$ cat src/rtl/regfile_write_arbiter.sv
// Merges WB writeback, EPC save and UART receive onto one register-file port.
// Define UART_WORD_ASSEMBLE_EN to pack four UART bytes into one 32-bit write.
module regfile_write_arbiter #(
    parameter logic [4:0]  UART_REG0    = 5'd4,
    parameter logic [4:0]  UART_REG1    = 5'd5,
    parameter logic [4:0]  EPC_REG      = 5'd26,
    parameter int unsigned STARVE_LIMIT = 8
) (
    input  logic        clk,
    input  logic        reset,
    input  logic        wb_reg_write,
    input  logic [4:0]  wb_write_register,
    input  logic [31:0] wb_write_data,
    input  logic        exc_valid,
    input  logic [31:0] exc_epc,
    output logic        exc_ready,
    input  logic        uart_signal,
    input  logic        uart_flag,
    input  logic [7:0]  uart_rx_data,
    output logic        rf_we,
    output logic [4:0]  rf_waddr,
    output logic [31:0] rf_wdata,
    output logic [1:0]  grant_src,
    output logic        starve_stall,
    output logic        uart_overflow
);
    localparam logic [7:0] LIMIT = 8'(STARVE_LIMIT);

    logic             exc_pending_q, exc_pending_d;
    logic [31:0]      exc_data_q, exc_data_d;
    logic [1:0]       fcnt_q, fcnt_d, fcnt_pop;
    logic [1:0][4:0]  faddr_q, faddr_d;
    logic [1:0][31:0] fdata_q, fdata_d;
    logic [7:0]       starve_q, starve_d;
    logic             stall_q, stall_d;
    logic             ovf_q, ovf_d;

    logic        wb_gnt, exc_gnt, uart_gnt, buf_gnt, buffered;
    logic        push_req, push_ok;
    logic [4:0]  push_addr;
    logic [31:0] push_data;

    assign wb_gnt    = wb_reg_write && (wb_write_register != 5'd0);
    assign exc_gnt   = !wb_gnt && exc_pending_q;
    assign uart_gnt  = !wb_gnt && !exc_pending_q && (fcnt_q != 2'd0);
    assign buf_gnt   = exc_gnt || uart_gnt;
    assign buffered  = exc_pending_q || (fcnt_q != 2'd0);
    assign push_addr = uart_flag ? UART_REG1 : UART_REG0;

    assign exc_ready     = ~exc_pending_q;
    assign starve_stall  = stall_q;
    assign uart_overflow = ovf_q;

    always_comb begin
        rf_we     = 1'b0;
        rf_waddr  = 5'd0;
        rf_wdata  = 32'd0;
        grant_src = 2'b00;
        if (!reset) begin
            if (wb_gnt) begin
                rf_we     = 1'b1;
                rf_waddr  = wb_write_register;
                rf_wdata  = wb_write_data;
                grant_src = 2'b01;
            end else if (exc_gnt) begin
                rf_we     = 1'b1;
                rf_waddr  = EPC_REG;
                rf_wdata  = exc_data_q;
                grant_src = 2'b10;
            end else if (uart_gnt) begin
                rf_we     = 1'b1;
                rf_waddr  = faddr_q[0];
                rf_wdata  = fdata_q[0];
                grant_src = 2'b11;
            end
        end
    end

`ifdef UART_WORD_ASSEMBLE_EN
    logic [31:0] acc_q, acc_d;
    logic [1:0]  bcnt_q, bcnt_d;
    logic        flag_q, flag_d;

    // Bytes shift in from the top so the first byte ends up in [7:0].
    always_comb begin
        acc_d     = acc_q;
        bcnt_d    = bcnt_q;
        flag_d    = flag_q;
        push_req  = 1'b0;
        push_data = {uart_rx_data, acc_q[31:8]};
        if (uart_signal) begin
            flag_d = uart_flag;
            if (bcnt_q != 2'd0 && uart_flag != flag_q) begin
                acc_d  = {uart_rx_data, 24'd0};
                bcnt_d = 2'd1;
            end else if (bcnt_q == 2'd3) begin
                push_req = 1'b1;
                bcnt_d   = 2'd0;
            end else begin
                acc_d  = {uart_rx_data, acc_q[31:8]};
                bcnt_d = bcnt_q + 2'd1;
            end
        end
    end

    always_ff @(posedge clk) begin
        if (reset) begin
            acc_q  <= 32'd0;
            bcnt_q <= 2'd0;
            flag_q <= 1'b0;
        end else begin
            acc_q  <= acc_d;
            bcnt_q <= bcnt_d;
            flag_q <= flag_d;
        end
    end
`else
    assign push_req  = uart_signal;
    assign push_data = {24'd0, uart_rx_data};
`endif

    always_comb begin
        exc_pending_d = exc_pending_q;
        exc_data_d    = exc_data_q;
        if (exc_gnt) exc_pending_d = 1'b0;
        if (exc_valid && exc_ready) begin
            exc_pending_d = 1'b1;
            exc_data_d    = exc_epc;
        end
    end

    // A full FIFO still takes a push when its head retires this cycle.
    assign push_ok  = push_req && (fcnt_q != 2'd2 || uart_gnt);
    assign fcnt_pop = fcnt_q - {1'b0, uart_gnt};

    always_comb begin
        faddr_d = faddr_q;
        fdata_d = fdata_q;
        if (uart_gnt) begin
            faddr_d[0] = faddr_q[1];
            fdata_d[0] = fdata_q[1];
        end
        if (push_ok) begin
            faddr_d[fcnt_pop[0]] = push_addr;
            fdata_d[fcnt_pop[0]] = push_data;
        end
        fcnt_d = fcnt_pop + {1'b0, push_ok};
        ovf_d  = ovf_q | (push_req & ~push_ok);
    end

    always_comb begin
        starve_d = starve_q;
        if (buf_gnt || !buffered) starve_d = 8'd0;
        else if (starve_q != LIMIT) starve_d = starve_q + 8'd1;
        stall_d = buf_gnt ? 1'b0 : (stall_q || starve_d == LIMIT);
    end

    always_ff @(posedge clk) begin
        if (reset) begin
            exc_pending_q <= 1'b0;
            exc_data_q    <= 32'd0;
            fcnt_q        <= 2'd0;
            faddr_q       <= '0;
            fdata_q       <= '0;
            starve_q      <= 8'd0;
            stall_q       <= 1'b0;
            ovf_q         <= 1'b0;
        end else begin
            exc_pending_q <= exc_pending_d;
            exc_data_q    <= exc_data_d;
            fcnt_q        <= fcnt_d;
            faddr_q       <= faddr_d;
            fdata_q       <= fdata_d;
            starve_q      <= starve_d;
            stall_q       <= stall_d;
            ovf_q         <= ovf_d;
        end
    end

endmodule

$ cat config.mk
export PLATFORM = sky130hd
export DESIGN_NAME = regfile_write_arbiter
export DESIGN_NICKNAME = d
export VERILOG_FILES = /design/src/rtl/regfile_write_arbiter.sv
export SDC_FILE = /design/constraint.sdc
export NUM_CORES = 1
export LEC_CHECK = 0
export ABC_AREA = 1
export BUFFER_PORTS_ARGS = -buffer_cell sky130_fd_sc_hd__clkbuf_2
export CORE_ASPECT_RATIO = 1.2
export CORE_UTILIZATION = 50
export CTS_CLUSTER_DIAMETER = 150
export DETAILED_ROUTE_END_ITERATION = 12
export HOLD_SLACK_MARGIN = 0.03
export PLACE_DENSITY_LB_ADDON = 0.25
export SLEW_MARGIN = 25
export SYNTH_ARGS = -nofsm -noshare
export SYNTH_HDL_FRONTEND = slang
export SYNTH_SLANG_ARGS = --single-unit
$ cat constraint.sdc
create_clock -name clk -period 2.78 [get_ports clk]
set_input_delay 0.139 -clock clk [delete_from_list [all_inputs] [get_ports clk]]
set_output_delay 0.139 -clock clk [all_outputs]
set_load 0.01 [all_outputs]
Word-level counts from Yosys, hierarchy flattened. Cells that the tools add are included.

Register bits: 119. Latch bits: 0. Memory bits (writable): 0. ROM bits: 0. Output and inout port bits: 43. Memories kept: 0.

Add/subtract/negate cells: 3. Multiply operators: 0. Div/mod/pow operators: 0. Magnitude comparators: 2. Equality and inequality tests: 3. Shifts and indexed selects: 0. Muxes and demuxes: 31. Bitwise gates (word level): 4. Reductions and logical operators: 19.

Operator list (number): two-way mux 32 bit (7); bitwise mux 64 bit (1); two-way mux 5 bit (7); demux 32 bit (select 1 bit) (1); two-way mux 8 bit (2); bitwise mux 10 bit (1); adder 8 x 1 -> 8 bit (second input constant) (1); == test 8 x 4 -> 1 bit (second input constant) (1); two-way mux 2 bit (4); != test 8 x 4 -> 1 bit (second input constant) (1); logical AND 1 bit (7); two-way mux 1 bit (7); demux 5 bit (select 1 bit) (1); logical OR 1 bit (5); nonzero test 5 bit (1); nonzero test 2 bit (2); logical NOT 1 bit (3); adder 2 x 1 -> 2 bit (1); < comparator 1 x 2 -> 1 bit (second input constant) (1); != test 2 bit (second input constant) (1); inverter 1 bit (2); OR reduction 2 bit (1); subtractor 2 x 1 -> 2 bit (1); bitwise AND 1 bit (1); 2 further kinds (2).

Depth between registers and ports, before layout.
Depth after elaboration: 12. Mapped depth: 13.

Worst setup path before layout. Ideal clock, no wire load.

Path type: reg2reg. Start point: register fcnt_q[1]. End point: register faddr_q[5] (netlist name). Library setup time: 0.116 ns. Arrival: 1.963 ns. Path slack: 0.701 ns. Stages on the path, launching flop included: 12. Path through: dfxtp_1 -> or2_1 -> nand3_2 -> inv_2 -> buf_4 -> buf_4 -> ha_1 -> inv_1 -> ha_1 -> clkbuf_1 -> o21ai_0 -> nor2_1.

Longest elaborated chain between the ends: 8. Elaborated cells between the ends (all ways): 12. Classes of those cells: add/sub (1); order compare (2); eq/ne (1); mux (3); reduce/logical (5).

RTL lines: from (decl) (line 31) `logic [1:0] fcnt_q, fcnt_d, fcnt_pop;`; from (signal assigned) (line 171) `fcnt_q <= fcnt_d;`; nonzero test 2 bit (line 45) `assign uart_gnt = !wb_gnt && !exc_pending_q && (fcnt_q != 2'd0);`; logical AND 1 bit (line 45); subtractor 2 x 1 -> 2 bit (line 134) `assign fcnt_pop = fcnt_q - {1'b0, uart_gnt};`; < comparator 1 x 2 -> 1 bit (not written as such) / >= comparator 1 bit (equally long branches) (line 144) `faddr_d[fcnt_pop[0]] = push_addr;`; logical AND 1 bit (not written as such) (line 144); two-way mux 5 bit (not written as such) (line 144); demux 5 bit (select 1 bit) (line 144); bitwise mux 10 bit (line 144); to (signal assigned) (line 172) `faddr_q <= faddr_d;`; to (decl) (line 32) `logic [1:0][4:0] faddr_q, faddr_d;`.

Parallel ways exist; a longest one is shown, timed or not. A chain may end at the register's enable or synchronous reset.

Final worst setup path. Same ends and word-level chain as after synthesis.

==> results.sh <==
export IMPL_grt_max_degree=49
export IMPL_yosysWarnings=0
export IMPL_seq_area_frac_synth_pct=44.5
export IMPL_clockPowerShare_pct=30.2
export IMPL_routed_wirelength_um=10200
export IMPL_endpoint_kind="flop"
export IMPL_drive_gt1_share_pct=21.5
export IMPL_period_needed_ns=2.46
export IMPL_netlist_top_cells_area="dfxtp_1 (45%), nand2_1 (17%), nor2_1 (14%)"
export IMPL_ys_ff_latch=92
export IMPL_finalSetupTns_ns=0
export IMPL_drt_pass1_iterations=4
export IMPL_cts_sink_count=92
export IMPL_syn_inst=615
export IMPL_grt_setup_unrepaired="no"
export IMPL_switching_share_pct=31.1
export IMPL_hold_path_class="input port to flop"
export IMPL_gp_congestion=0.803
export IMPL_grt_pass1_vias=3864
export IMPL_grt_overflow=0
export IMPL_worstPathRequired_ns=3.02
export IMPL_cts_resized=0
export IMPL_synth_compound_area_share_pct=12.3
export IMPL_finalSetupViolCount=0
export IMPL_diodes=0
export IMPL_crit_type="flop to flop"
export IMPL_nNetsFinal=810
export IMPL_hpwl_um=6880
export IMPL_setup_slack_ns=0.320
export IMPL_p_sw_mw=1.05
export IMPL_io_pins=126
export IMPL_dieArea_sq_mm=0.00864
export IMPL_max_cap_viol_count=0
export IMPL_synth_xor_area_share_pct=0.847
export IMPL_post_place_ws_ns=0.322
export IMPL_clk_pin_slew_ns=0.09
export IMPL_wl_per_cell_um=12.4
export IMPL_outcome="finished, final reports clean"
export IMPL_layout_commonest_cell="nand2_1"
export IMPL_grt_first_pass_wirelength_um=16800
export IMPL_drt_initial_drc_count=186
export IMPL_finalHoldViolations=0
export IMPL_avgSynthCellArea_sq_um=6.73
export IMPL_cts_max_path_buffers=2
export IMPL_grt_usage_pct=24.2
export IMPL_cts_made_buffers=9
export IMPL_rows=36
export IMPL_drt_vias_per_instance=5.12
export IMPL_clock_latency_ns=0.35
export IMPL_ir_worst_vdd_v=0.000340
export IMPL_yosysTopAreaCell="dfxtp_1"
export IMPL_total_power_mw=3.39
export IMPL_mostFrequentLayoutCells="nand2_1 (188), nor2_1 (149), clkbuf_2 (125)"
export IMPL_netlist_cell_type_count=28
export IMPL_core_region_area_sq_mm=0.00806
export IMPL_syn_area_sq_mm=0.00414
export IMPL_clock_root_buffer="clkbuf_8"
export IMPL_synth_simple_gate_area_share_pct=35.0
export IMPL_p_leak_nw=2.28
export IMPL_max_freq_ghz=0.406
export IMPL_synthMuxAreaShare_pct=0
export IMPL_vias=4203
export IMPL_io_buffer_count=125
export IMPL_drc=0
export IMPL_tightestPinTransition_ns=0.850
export IMPL_synthAdderAreaFrac_pct=1.21
export IMPL_final_setup_skew_ns=0.00716
export IMPL_fin_crit_sh_pct=88.5
export IMPL_syn_num_nets=702
export IMPL_p_per_area_mw_per_mm2=679
export IMPL_async_flop_share_pct=0
export IMPL_yosysTopAreaCellShare_pct=44.5
export IMPL_cp_arrival_ns=2.70
export IMPL_area_growth_syn_to_layout_pct=20.9
export IMPL_num_fill_cells=780
export IMPL_synth_top_family_by_area="simple AND/OR/NAND/NOR gates"
export IMPL_power_frac_seq_pct=46.1
export IMPL_post_cts_buffers=0
export IMPL_ant_nets=0
export IMPL_fp_dieW_um=85.0
export IMPL_antenna_found_initial=0
export IMPL_synth_edf_count=0
export IMPL_p_comb_share_pct=23.6
export IMPL_synth_flop_cell="dfxtp_1"
export IMPL_worst_path_max_fanout=12
export IMPL_fp_dieH_um=102
export IMPL_start_util_pct=51.3
export IMPL_cts_hold_fix_buffers=2
export IMPL_cts_tree="done"
export IMPL_slew_violations=0
export IMPL_slew_limit_headroom_pct=43.2
export IMPL_crit_path_start_kind="flop"
export IMPL_p_int_mw=2.34
export IMPL_htree_levels=3
## layout make-up
type                       instances  area [sq um]  area share, %
multi-input combinational        465          2040           40.8
clock inverter                     5           103           2.05
timing repair buffer             133           691           13.8
tap                               95           119           2.38
inverter                          22          82.6           1.65
clock buffer                       9           124           2.48
sequential                        92          1840           36.8
## registers in the layout (all words and copies together), names as in the netlist
signal,count
exc_data_q,32
exc_pending_q,1
faddr_q,7
fcnt_q,2
fdata_q,40
starve_q,8
starve_stall,1
uart_overflow,1
## power by group through the flow
stage,Clock [mW],Combinational [mW],Sequential (mW)
final,1.03,0.803,1.57
after global routing,1.08,0.916,1.59
after CTS,1.04,0.808,1.57
after detailed placement,0,0.804,1.59
after global placement,0,0.773,1.59
after floorplan,0,0.611,1.57
## cells in the mapped netlist, types with 2 or more instances
| master | instances |
|---|---|
| nand3_1 | 14 |
| buf_4 | 4 |
| nand3_2 | 2 |
| ha_1 | 4 |
| nand3b_1 | 2 |
| nor2_2 | 2 |
| xor2_1 | 4 |
| buf_2 | 11 |
| inv_1 | 18 |
| clkbuf_1 | 19 |
| dfxtp_1 | 92 |
| a21oi_1 | 9 |
| a31oi_1 | 32 |
| nand2_1 | 188 |
| o21ai_0 | 49 |
| nor2_1 | 149 |
| inv_2 | 3 |
| o22ai_1 | 3 |
## critical path: stages, from the launching register on
cell	delay, ns
dfxtp_1	0.40
or2_1	0.17
nand3_2	0.27
inv_2	0.13
ha_1	0.28
inv_1	0.08
ha_1	0.37
clkinv_1	0.37
nor2_1	0.21
nor2_1	0.07
## routing by layer
metal | global-route usage (%) | vias up | share of wire (%)
met5 | 0 | - | 0
met4 | 9.52 | 0 | 1.5
met3 | 3.91 | 16 | 5.0
met2 | 44.4 | 117 | 50
met1 | 28.2 | 1901 | 44
li1 | - | 2169 | -
## through the flow
stage	instance area (sq um)	hold WS, ns	std cells	util (%)
4_1_cts	5000	0.0318	821	62.0
6_report	5000	0.0337	821	62.0
2_1_floorplan	4140	0.274	615	-
3_5_place_dp	4760	0.397	805	59.0
5_1_grt	5000	0.0373	821	62.0
3_3_place_gp	4760	0.387	805	59.0
## final timing paths
path,to,start,slack [ns],cells after the start
worst max-delay path,faddr_q[5],fcnt_q[1],0.32,9
worst min-delay path,fdata_q[37],uart_rx_data[5],0.03,3
worst max register to register,faddr_q[5],fcnt_q[1],0.32,9
worst min register to register,fdata_q[8],fdata_q[8],0.44,2
## cell families after synthesis
group / after synthesis
flip-flops: 92
adder cells (fa/ha/maj): 4
AO/OA/AOI/OAI: 93
XOR/XNOR: 4
AND/OR/NAND/NOR: 364
buffers and inverters: 58
Power figures use the tool's default switching activity.
